==> src/rtl/uart_tx_pkg.sv <==
// uart_tx_pkg: shared types and constants for the UART transmitter.
//   t_tx_states : transmitter frame states
//   CRC8_POLY   : CRC-8 generator polynomial (x^8 + x^2 + x + 1)
//   CRC8_INIT   : CRC register value at the start of each frame
//   DATA_BITS   : payload bits per frame
//   crc8_step   : one serial CRC-8 update for a single wire bit
package uart_tx_pkg;

    typedef enum logic [2:0] {
        TX_IDLE       = 3'd0,
        TX_START      = 3'd1,
        TX_DATA_BITS  = 3'd2,
        TX_PARITY_BIT = 3'd3,
        TX_CRC        = 3'd4,
        TX_STOP_BIT   = 3'd5
    } t_tx_states;

    localparam logic [7:0] CRC8_POLY = 8'h07;
    localparam logic [7:0] CRC8_INIT = 8'h00;
    localparam int unsigned DATA_BITS = 8;

    function automatic logic [7:0] crc8_step(input logic [7:0] crc, input logic b);
        logic fb;
        fb = b ^ crc[7];
        return {crc[6:0], 1'b0} ^ (fb ? CRC8_POLY : 8'h00);
    endfunction

endpackage

==> src/rtl/uart_tx_crc8.sv <==
// uart_tx_crc8: serial CRC-8 accumulator, one bit per enabled cycle.
//   clk_i  : clock
//   rst_i  : synchronous active-high reset (register -> CRC8_INIT)
//   clr_i  : synchronous clear to CRC8_INIT (wins over en_i)
//   en_i   : consume bit_i this cycle
//   bit_i  : serial data bit in wire order
//   crc_o  : current CRC register
module uart_tx_crc8
    import uart_tx_pkg::*;
(
    input  logic       clk_i,
    input  logic       rst_i,
    input  logic       clr_i,
    input  logic       en_i,
    input  logic       bit_i,
    output logic [7:0] crc_o
);

    logic [7:0] crc_q;

    always_ff @(posedge clk_i) begin
        if (rst_i) begin
            crc_q <= CRC8_INIT;
        end else if (clr_i) begin
            crc_q <= CRC8_INIT;
        end else if (en_i) begin
            crc_q <= crc8_step(crc_q, bit_i);
        end
    end

    assign crc_o = crc_q;

endmodule

==> src/rtl/uart_tx.sv <==
// uart_tx: UART transmitter. Frame = start bit, 8 data bits LSB-first,
// then either a parity bit or a CRC-8 trailer (MSB-first), then stop bits.
// Bit timing is driven by the external one-cycle baud pulse trigger_i.
// A single-entry holding register allows back-to-back frames.
//   clk_i     : clock
//   rst_i     : synchronous active-high reset
//   trigger_i : baud pulse, one cycle high per bit period
//   break_i   : (only with UART_TX_BREAK_EN) hold line low while idle
//   data_i    : byte to send
//   crc_en_i  : 1 = CRC-8 trailer, 0 = parity bit (sampled with data_i)
//   valid_i   : producer has a byte
//   ready_o   : holding register empty
//   tx_o      : serial line, idle high
//   busy_o    : frame in progress or holding register full
//   done_o    : one-cycle pulse at the end of the final stop bit
// Optional feature macro: UART_TX_BREAK_EN (adds break_i).
module uart_tx
    import uart_tx_pkg::*;
#(
    parameter int unsigned PARITY_ODD = 0,
    parameter int unsigned STOP_BITS  = 1
)
(
    input  logic       clk_i,
    input  logic       rst_i,
    input  logic       trigger_i,
`ifdef UART_TX_BREAK_EN
    input  logic       break_i,
`endif
    input  logic [7:0] data_i,
    input  logic       crc_en_i,
    input  logic       valid_i,
    output logic       ready_o,
    output logic       tx_o,
    output logic       busy_o,
    output logic       done_o
);

    t_tx_states state_q, state_d;
    logic [4:0] cnt_q, cnt_d;
    logic [7:0] shift_q, shift_d;
    logic       tx_q, tx_d;
    logic       done_q, done_d;
    logic       ready_q;

    logic [7:0] hold_data_q;
    logic       hold_crc_q;
    logic       hold_full_q, hold_full_d;
    logic       frame_crc_q;
    logic       parity_q;

    logic       accept;
    logic       load;
    logic       crc_clr;
    logic       crc_step;
    logic       brk;
    logic       par_calc;
    logic [7:0] crc_q;
    logic [7:0] crc_final;
    logic [7:0] crc_shl;

`ifdef UART_TX_BREAK_EN
    assign brk = break_i;
`else
    assign brk = 1'b0;
`endif

    assign accept   = valid_i & ~hold_full_q;
    assign par_calc = (PARITY_ODD != 0) ? ~^hold_data_q : ^hold_data_q;

    // tx_o is a true register, so the first CRC bit has to be taken from
    // the CRC value that includes the last data bit, one step ahead.
    assign crc_final = crc8_step(crc_q, shift_q[0]);
    assign crc_shl   = crc_q << (cnt_q + 5'd1);

    uart_tx_crc8 u_crc (
        .clk_i (clk_i),
        .rst_i (rst_i),
        .clr_i (crc_clr),
        .en_i  (crc_step),
        .bit_i (shift_q[0]),
        .crc_o (crc_q)
    );

    always_comb begin
        state_d  = state_q;
        cnt_d    = cnt_q;
        shift_d  = shift_q;
        tx_d     = tx_q;
        done_d   = 1'b0;
        load     = 1'b0;
        crc_clr  = 1'b0;
        crc_step = 1'b0;

        case (state_q)
            TX_IDLE: begin
                // Break acts every cycle while idle; launching waits for a baud pulse.
                tx_d = ~brk;
                if (trigger_i && !brk && hold_full_q) begin
                    load    = 1'b1;
                    crc_clr = 1'b1;
                    state_d = TX_START;
                    cnt_d   = '0;
                    tx_d    = 1'b0;
                end
            end
            TX_START: begin
                if (trigger_i) begin
                    state_d = TX_DATA_BITS;
                    cnt_d   = '0;
                    tx_d    = shift_q[0];
                end
            end
            TX_DATA_BITS: begin
                if (trigger_i) begin
                    crc_step = 1'b1;
                    shift_d  = {1'b0, shift_q[7:1]};
                    if (cnt_q == 5'(DATA_BITS - 1)) begin
                        cnt_d = '0;
                        if (frame_crc_q) begin
                            state_d = TX_CRC;
                            tx_d    = crc_final[7];
                        end else begin
                            state_d = TX_PARITY_BIT;
                            tx_d    = parity_q;
                        end
                    end else begin
                        cnt_d = cnt_q + 5'd1;
                        tx_d  = shift_q[1];
                    end
                end
            end
            TX_PARITY_BIT: begin
                if (trigger_i) begin
                    state_d = TX_STOP_BIT;
                    cnt_d   = '0;
                    tx_d    = 1'b1;
                end
            end
            TX_CRC: begin
                if (trigger_i) begin
                    if (cnt_q == 5'd7) begin
                        state_d = TX_STOP_BIT;
                        cnt_d   = '0;
                        tx_d    = 1'b1;
                    end else begin
                        cnt_d = cnt_q + 5'd1;
                        tx_d  = crc_shl[7];
                    end
                end
            end
            TX_STOP_BIT: begin
                if (trigger_i) begin
                    if (cnt_q == 5'(STOP_BITS - 1)) begin
                        done_d = 1'b1;
                        cnt_d  = '0;
                        if (hold_full_q) begin
                            load    = 1'b1;
                            crc_clr = 1'b1;
                            state_d = TX_START;
                            tx_d    = 1'b0;
                        end else begin
                            state_d = TX_IDLE;
                            tx_d    = 1'b1;
                        end
                    end else begin
                        cnt_d = cnt_q + 5'd1;
                        tx_d  = 1'b1;
                    end
                end
            end
            default: begin
                if (trigger_i) begin
                    state_d = TX_IDLE;
                    cnt_d   = '0;
                    tx_d    = 1'b1;
                end
            end
        endcase
    end

    always_comb begin
        hold_full_d = hold_full_q;
        if (accept) begin
            hold_full_d = 1'b1;
        end else if (load) begin
            hold_full_d = 1'b0;
        end
    end

    always_ff @(posedge clk_i) begin
        if (rst_i) begin
            state_q     <= TX_IDLE;
            cnt_q       <= '0;
            shift_q     <= '0;
            tx_q        <= 1'b1;
            done_q      <= 1'b0;
            ready_q     <= 1'b1;
            hold_data_q <= '0;
            hold_crc_q  <= 1'b0;
            hold_full_q <= 1'b0;
            frame_crc_q <= 1'b0;
            parity_q    <= 1'b0;
        end else begin
            state_q     <= state_d;
            cnt_q       <= cnt_d;
            tx_q        <= tx_d;
            done_q      <= done_d;
            hold_full_q <= hold_full_d;
            ready_q     <= ~hold_full_d;
            if (accept) begin
                hold_data_q <= data_i;
                hold_crc_q  <= crc_en_i;
            end
            if (load) begin
                shift_q     <= hold_data_q;
                frame_crc_q <= hold_crc_q;
                parity_q    <= par_calc;
            end else begin
                shift_q <= shift_d;
            end
        end
    end

    assign tx_o    = tx_q;
    assign done_o  = done_q;
    assign ready_o = ready_q;
    assign busy_o  = (state_q != TX_IDLE) | hold_full_q;

endmodule

==> config.mk <==
export PLATFORM = sky130hd
export DESIGN_NAME = uart_tx
export DESIGN_NICKNAME = d
export VERILOG_FILES = /design/src/rtl/uart_tx_pkg.sv /design/src/rtl/uart_tx_crc8.sv /design/src/rtl/uart_tx.sv
export SDC_FILE = /design/constraint.sdc
export NUM_CORES = 1
export LEC_CHECK = 0
export BUFFER_PORTS_ARGS = -buffer_cell sky130_fd_sc_hd__buf_2
export CAP_MARGIN = 10
export CORE_MARGIN = 2
export CORE_UTILIZATION = 46
export DETAILED_ROUTE_END_ITERATION = 12
export SLEW_MARGIN = 20
export SYNTH_ARGS = -nofsm -noshare
export SYNTH_HDL_FRONTEND = slang
export SYNTH_HIERARCHICAL = 1
export SYNTH_SLANG_ARGS = --single-unit
==> constraint.sdc <==
create_clock -name clk_i -period 2.6 [get_ports clk_i]
set_input_delay 0.52 -clock clk_i [delete_from_list [all_inputs] [get_ports clk_i]]
set_output_delay 0.52 -clock clk_i [all_outputs]
set_load 0.02 [all_outputs]
==> out/results.ini, run 1 <==
[power]
net-switching-power_mw = 0.349
irDropWorstVdd_mv = 0.404
p_total_mw = 1.28
p_sw_share_pct = 27.3
power.density_nw_per_um2 = 556
intPower_mw = 0.930
combPwrFrac_pct = 13.9
pwr-share-seq_pct = 50.5
power_leakage_nw = 0.790
clockPowerShare_pct = 35.6

[cells_and_area]
fin_util_pct = 52.1
nFillCells = 408
layout-drive-gt1-share_pct = 18.0
final-seq-area_um2 = 781
diodes = 0
syn2layout_area_growth_pct = 7.48
multi_input_area_um2 = 1220
nNetsFinal = 270

[floorplanning]
io_pins = 17
core_um2 = 4410
die_area_um2 = 5220
start_util_pct = 48.5
die-width_um = 72.2
die_height_um = 72.2
rows = 24

[yosys]
synthAdderAreaFrac_pct = 1.17
async_flop_share_pct = 0
synth_area_um2 = 2140
synth_top_family_by_area = simple AND/OR/NAND/NOR gates
synthCells = 246
ys_types = 57
ys.flop_type = dfxtp_1
ys_warn_count = 6
synth_edf_count = 0
synth_compound_area_share_pct = 20.6
synth-xor-area-share_pct = 4.09
muxShareOfSynthArea_pct = 6.37
synth.avg_cell_area_um2 = 8.70
ys_seq_area_share_pct = 36.5
syn_nets = 261
ys_ff_latch = 39
synth-simple-area-share_pct = 24.9

[global_route]
grt_max_degree = 35
antenna_found_initial = 0
overflow = 0
grt_pass1_vias = 1646
track_usage_pct = 18.5
grt_first_pass_wirelength_mm = 7.71

[sta]
fin_skew_ns = 0.00451
period_minus_slack_ns = 2.25
finalHoldViolations = 0
final.period_utilization_pct = 86.6
slew_violations = 0
slew_headroom_pct = 57.3
setup_viol_count_final = 0
fmax_mhz = 444
fin_setup_tns_ns = 0
rsz0062_at_grt = no
tightest_slew_ns = 0.641

[route]
wire_per_inst_um = 14.9
viasPerCell = 5.73
vias = 1764
drt_first_pass_iters = 4
routed_wirelength_mm = 4.60
drtIter0Drc = 91
ant_nets = 0
drc_errors = 0

[clocking]
cts.clk_slew.worst_paths_ns = 0.07
clock_sinks = 39
post_cts_buffers = 0
cts_tree = yes
clk_latency_ns = 0.29
cts_resized = 0
htree_levels = 2
root_buffer = clkbuf_8
cts_buffer_depth = 2
cts_buffers = 5
ctsHoldBuffers = 0

[critical_path]
required_ns = 2.77
crit_path_end_kind = register
crit_type = reg2reg
cp.arrival_ns = 2.42
worstPathMaxFanout = 9
start_kind = register

[run]
cap_violations = 0

[place]
place_hpwl_mm = 3.16
gp_congestion = 0.778
port_buffers = 16

[min_path]
hold_class = in2reg

[outcome]
status = completed

[synth_stat cells, types with 2 or more instances]
| master | instances | area [um^2] |
|---|---|---|
| a211oi_1 | 2 | 15.0 |
| mux2i_1 | 8 | 80.1 |
| nand2_1 | 32 | 120 |
| o22ai_1 | 3 | 18.8 |
| nand3b_1 | 3 | 22.5 |
| buf_1 | 3 | 11.3 |
| o21ai_0 | 2 | 10.0 |
| or2_2 | 2 | 12.5 |
| o311ai_0 | 3 | 26.3 |
| nor2_1 | 12 | 45.0 |
| o21ai_1 | 10 | 50.1 |
| xnor2_1 | 9 | 78.8 |
| nor3_1 | 6 | 30.0 |
| clkbuf_1 | 5 | 18.8 |
| a32oi_1 | 5 | 43.8 |
| buf_6 | 3 | 33.8 |
| or2_0 | 2 | 12.5 |
| nand4_1 | 3 | 18.8 |
| clkbuf_8 | 2 | 27.5 |
| nand2b_1 | 3 | 18.8 |
| dfxtp_1 | 39 | 781 |
| mux4_2 | 2 | 45.0 |
| inv_1 | 6 | 22.5 |
| nor2b_1 | 9 | 56.3 |
| nand4b_1 | 2 | 17.5 |
| nand3_1 | 10 | 50.1 |
| a31oi_1 | 3 | 18.8 |
| a21oi_1 | 21 | 105 |
| buf_2 | 4 | 20.0 |
| ha_1 | 2 | 25.0 |
| a211oi_2 | 2 | 25.0 |
| or3_1 | 3 | 18.8 |
[power by group through the flow]
stage          sequential [mW]  clock, mW  combinational [mW]
2_1_floorplan            0.648          0               0.143
6_report                 0.646      0.455               0.178
5_1_grt                  0.650      0.494               0.197
4_1_cts                  0.646      0.470               0.179
3_5_place_dp             0.660          0               0.177
3_3_place_gp             0.660          0               0.178
[worst paths after layout]
path / startpoint / slack (ns) / cells past startpoint / endpoint
setup / recovery: cnt_q[0]$_SDFFE_PP0P_ / 0.35 / 8 / u_crc/crc_o[3]$_SDFFE_PP0P_
hold / removal: data_i[5] / 0.46 / 3 / hold_data_q[5]$_SDFFE_PP0P_
hold reg to reg: hold_crc_q$_SDFFE_PP0P_ / 0.47 / 2 / hold_crc_q$_SDFFE_PP0P_
setup reg to reg: cnt_q[0]$_SDFFE_PP0P_ / 0.35 / 8 / u_crc/crc_o[3]$_SDFFE_PP0P_
[cell families (layout without fill, tap and decap cells)]
family	Yosys count	after routing
mux	11	11
compound gates	63	63
simple gates	97	97
flops	39	39
buf+inv	24	34
xor+xnor	10	10
fa+ha+maj	2	2
[area by class of cell]
class,count,share of cell area [%]
multi-input cells,183,53.1
flip-flops and latches,39,33.9
repair buffers,19,4.46
clock buffers,7,4.19
well taps,52,2.83
inverters,7,1.14
clock inverters,1,0.326
[critical path: stages (launching register included)]
cell	delay [ns]
dfxtp_1	0.40
inv_1	0.11
ha_1	0.17
or4b_4	0.50
o21ai_4	0.31
nand2_2	0.12
inv_2	0.12
or2_0	0.32
nor2_1	0.09
[state kept, by name, summed over array words and instances, names as in the netlist]
register     count
cnt_q            5
done_o           1
frame_crc_q      1
hold_crc_q       1
hold_data_q      8
hold_full_q      1
parity_q         1
ready_o          1
shift_q          8
state_q          3
tx_o             1
u_crc/crc_o      8
[metal layers]
layer / vias up / part of all wire (%) / global-route usage [%] / wire, um
met5: - / 0 / 0 / 0
met4: 0 / 1.5 / 6.50 / 67
met3: 6 / 2.8 / 3.75 / 128
met2: 25 / 45 / 28.1 / 2050
met1: 823 / 51 / 26.1 / 2350
li1: 910 / - / - / -
[through the flow]
step / instance area, um^2 / instances / hold slack [ns] / setup WS [ns]
3_3_place_gp: 2200 / 300 / 0.460 / 0.419
4_1_cts: 2300 / 308 / 0.453 / 0.343
2_1_floorplan: 2140 / 246 / 0.437 / 0.633
5_1_grt: 2300 / 308 / 0.468 / 0.150
3_5_place_dp: 2200 / 300 / 0.471 / 0.375
6_report: 2300 / 308 / 0.462 / 0.347
[layout by cell type (no fill, tap or decap), types with 5 or more instances in the layout]
cell       n
a21oi_1   21
a32oi_1    5
buf_2     16
clkbuf_8   7
dfxtp_1   39
inv_1      6
mux2i_1    8
nand2_1   32
nand3_1   10
nor2_1    12
nor2b_1    9
nor3_1     6
o21ai_1   10
xnor2_1    9
(Power assumes the default switching activity.)
==> run 2: changes to the inputs <==
--- a/config.mk
+++ b/config.mk
@@ -13,5 +13,4 @@
 export SLEW_MARGIN = 20
 export SYNTH_ARGS = -nofsm -noshare
 export SYNTH_HDL_FRONTEND = slang
-export SYNTH_HIERARCHICAL = 1
 export SYNTH_SLANG_ARGS = --single-unit
==> run 2 against run 1 <==
  * Final cell count up 2.3%
  * Worst hold slack worse by 0.0078 ns
  * Critical path depth down 6
  * Non-clock buffer count up 1
  * Flip-flop and latch count unchanged
  * Fmax up 7.8%
  * Clock skew up 0.0033 ns
  * Total power down 6.3%
  * Largest cell class unchanged
==> out/results.ini, run 2 <==
[sta]
setup_viol_count_final = 0  ; unchanged
rsz0062_at_grt = no  ; unchanged
slew_headroom_pct = 57.1  ; was 57.3%
fin_setup_tns_ns = 0  ; unchanged
finalHoldViolations = 0  ; unchanged
fin_hold_ws_ns = 0.454  ; was 0.462 ns
tightest_slew_ns = 0.642  ; was 0.641 ns
final.period_utilization_pct = 80.4  ; was 86.6%
fin_skew_ns = 0.00776  ; was 0.00451 ns
fmax_mhz = 479  ; was 444 MHz
period_minus_slack_ns = 2.09  ; was 2.25 ns
slew_violations = 0  ; unchanged

[cells_and_area]
diodes = 0  ; unchanged
fin_cells = 315  ; was 308
final_common_cell = nand2_1  ; was dfxtp_1
layout-drive-gt1-share_pct = 18.3  ; was 18.0%
syn2layout_area_growth_pct = 7.94  ; was 7.48%
fin_util_pct = 51.6  ; was 52.1%
mostFrequentLayoutCells = 49 x nand2_1, 39 x dfxtp_1, 33 x a21oi_1  ; was 39 x dfxtp_1, 32 x nand2_1, 21 x a21oi_1
nNetsFinal = 277  ; was 270

[clocking]
clk_latency_ns = 0.29  ; about the same
cts_buffers = 5  ; unchanged
cts_buffer_depth = 2  ; unchanged
root_buffer = clkbuf_8  ; unchanged
cts_resized = 0  ; unchanged
ctsHoldBuffers = 0  ; unchanged
htree_levels = 2  ; unchanged
cts_tree = yes  ; unchanged
post_cts_buffers = 0  ; unchanged
cts.clk_slew.worst_paths_ns = 0.08  ; was 0.07 ns
clock_sinks = 39  ; unchanged

[critical_path]
rrSetupSlack_ns = 0.52  ; was 0.35 ns
rr_worst_depth = 7  ; was 8
start_kind = register  ; unchanged
worstPathMaxFanout = 15  ; was 9
crit_type = reg2out  ; was reg2reg
required_ns = 2.08  ; was 2.77 ns
r2r-end = tx_o$_SDFFE_PP1P_  ; was u_crc/crc_o[3]$_SDFFE_PP0P_
timing.rr.start = cnt_q[0]$_SDFFE_PP0P_  ; unchanged
cp.arrival_ns = 1.57  ; was 2.42 ns
crit_path_end_kind = primary output  ; was register

[floorplanning]
core_um2 = 4350  ; was 4410 um^2
die_height_um = 71.2  ; was 72.2 um
rows = 24  ; unchanged
die-width_um = 71.2  ; was 72.2 um
die_area_um2 = 5070  ; was 5220 um^2
io_pins = 17  ; unchanged
start_util_pct = 47.8  ; was 48.5%

[route]
ant_nets = 0  ; unchanged
vias = 1746  ; was 1764
drt_first_pass_iters = 4  ; unchanged
routed_wirelength_mm = 4.21  ; was 4.60 mm
drtIter0Drc = 131  ; was 91
wire_per_inst_um = 13.4  ; was 14.9 um
drc_errors = 0  ; unchanged
viasPerCell = 5.54  ; was 5.73

[global_route]
grt_max_degree = 25  ; was 35
antenna_found_initial = 0  ; unchanged
track_usage_pct = 18.3  ; was 18.5%
grt_pass1_vias = 1650  ; was 1646
overflow = 0  ; unchanged
grt_first_pass_wirelength_mm = 7.52  ; was 7.71 mm

[power]
irDropWorstVdd_mv = 0.277  ; was 0.404 mV
power_leakage_nw = 0.765  ; was 0.790 nW
power.density_nw_per_um2 = 534  ; was 556 nW/um^2
p_total_mw = 1.20  ; was 1.28 mW

[yosys]
syn_nets = 265  ; was 261
synth_top_family_by_area = simple AND/OR/NAND/NOR gates  ; unchanged
synth_area_um2 = 2080  ; was 2140 um^2
synth_compound_area_share_pct = 21.5  ; was 20.6%
synth.avg_cell_area_um2 = 8.32  ; was 8.70 um^2
synth-xor-area-share_pct = 4.63  ; was 4.09%
synthCells = 250  ; was 246
yosysTopAreaCellShare_pct = 37.5  ; was 36.5%
synth_edf_count = 0  ; unchanged
synthAdderAreaFrac_pct = 1.20  ; was 1.17%
ys_ff_latch = 39  ; unchanged
yosysTopAreaCell = dfxtp_1  ; unchanged
synth_most_common_cell = nand2_1  ; was dfxtp_1
synth-simple-area-share_pct = 27.0  ; was 24.9%
ys_warn_count = 0  ; was 6
ys.flop_type = dfxtp_1  ; unchanged
ys_types = 53  ; was 57
synth_area_leaders = dfxtp_1 38%, nand2_1 8.8%, a21oi_1 7.9%  ; was dfxtp_1 36%, nand2_1 5.6%, a21oi_1 4.9%
muxShareOfSynthArea_pct = 2.65  ; was 6.37%
netlist_top_cells_count = 49 x nand2_1, 39 x dfxtp_1, 33 x a21oi_1  ; was 39 x dfxtp_1, 32 x nand2_1, 21 x a21oi_1
ys_seq_area_share_pct = 37.5  ; was 36.5%
async_flop_share_pct = 0  ; unchanged

[min_path]
hold_depth = 2  ; was 3
hold_class = reg2reg  ; was in2reg
hold_path_end = frame_crc_q$_SDFFE_PP0P_  ; was hold_data_q[5]$_SDFFE_PP0P_
min_from = hold_crc_q$_SDFFE_PP0P_  ; was data_i[5]

[place]
dp.cells = 307  ; was 300
port_buffers = 16  ; unchanged
place_hpwl_mm = 2.98  ; was 3.16 mm
gp_congestion = 0.780  ; was 0.778

[run]
cap_violations = 0  ; unchanged

[outcome]
status = completed  ; unchanged

run 2: changes by cell type after synthesis, sizes merged, moves of 5 or more:
cell,before,now
a21oi,21,34
a32oi,5,0
nand2,33,51
o21ai,13,7
nand3,10,5
mux2i,8,1
nor2b,9,2
a22oi,1,7
run 2: how the worst max path moves through the flow:
stage	slack, ns	from	endpoint
after floorplan	0.70	cnt_q[0]$_SDFFE_PP0P_	tx_o$_SDFFE_PP1P_
after global routing	0.32	state_q[0]$_SDFFE_PP0P_	shift_q[3]$_SDFFE_PP0P_
after detailed placement	0.51	cnt_q[0]$_SDFFE_PP0P_	tx_o$_SDFFE_PP1P_
after CTS	0.49	cnt_q[0]$_SDFFE_PP0P_	tx_o$_SDFFE_PP1P_
final	0.51	state_q[0]$_SDFFE_PP0P_	busy_o
after global placement	0.54	state_q[0]$_SDFFE_PP0P_	shift_q[5]$_SDFFE_PP0P_
run 2: routing by layer:
metal	track usage [%]	wire length [um]	up-vias
met1	25.2	2160	805
met4	8.60	60	0
met5	0	0	-
met2	27.0	1850	32
met3	4.36	141	6
li1	-	-	903
run 2: final cells by class:
class,count,area (um^2)
fill,444,2110
multi-input combinational,190,1180
sequential,39,781
timing repair buffer,20,110
clock buffer,7,76.3
tap,52,65.1
inverter,6,22.5
clock inverter,1,5.00
run 2: cell families after synthesis:
kind of cell | count (synthesis)
AO/OA/AOI/OAI | 67
XOR/XNOR | 11
flip-flops | 39
multiplexers | 5
buffers and inverters | 21
AND/OR/NAND/NOR | 105
adder cells (fa/ha/maj) | 2
run 2: worst max-delay path, cell delays in order (launching register included):
cell and delay, ns:
dfxtp_1 0.48, or4_4 0.62, buf_2 0.18
run 2: where the power goes:
| part | internal [mW] | switching, mW |
|---|---|---|
| clock | 0.188 | 0.210 |
| sequential | 0.617 | 0.0231 |
| combinational | 0.0705 | 0.0899 |
run 2: per-stage QoR:
step	worst slack (ns)	instance area, um^2
finish	0.510	2240
global route	0.317	2240
CTS	0.494	2240
detailed placement	0.513	2160
global placement	0.545	2160
floorplan	0.697	2080
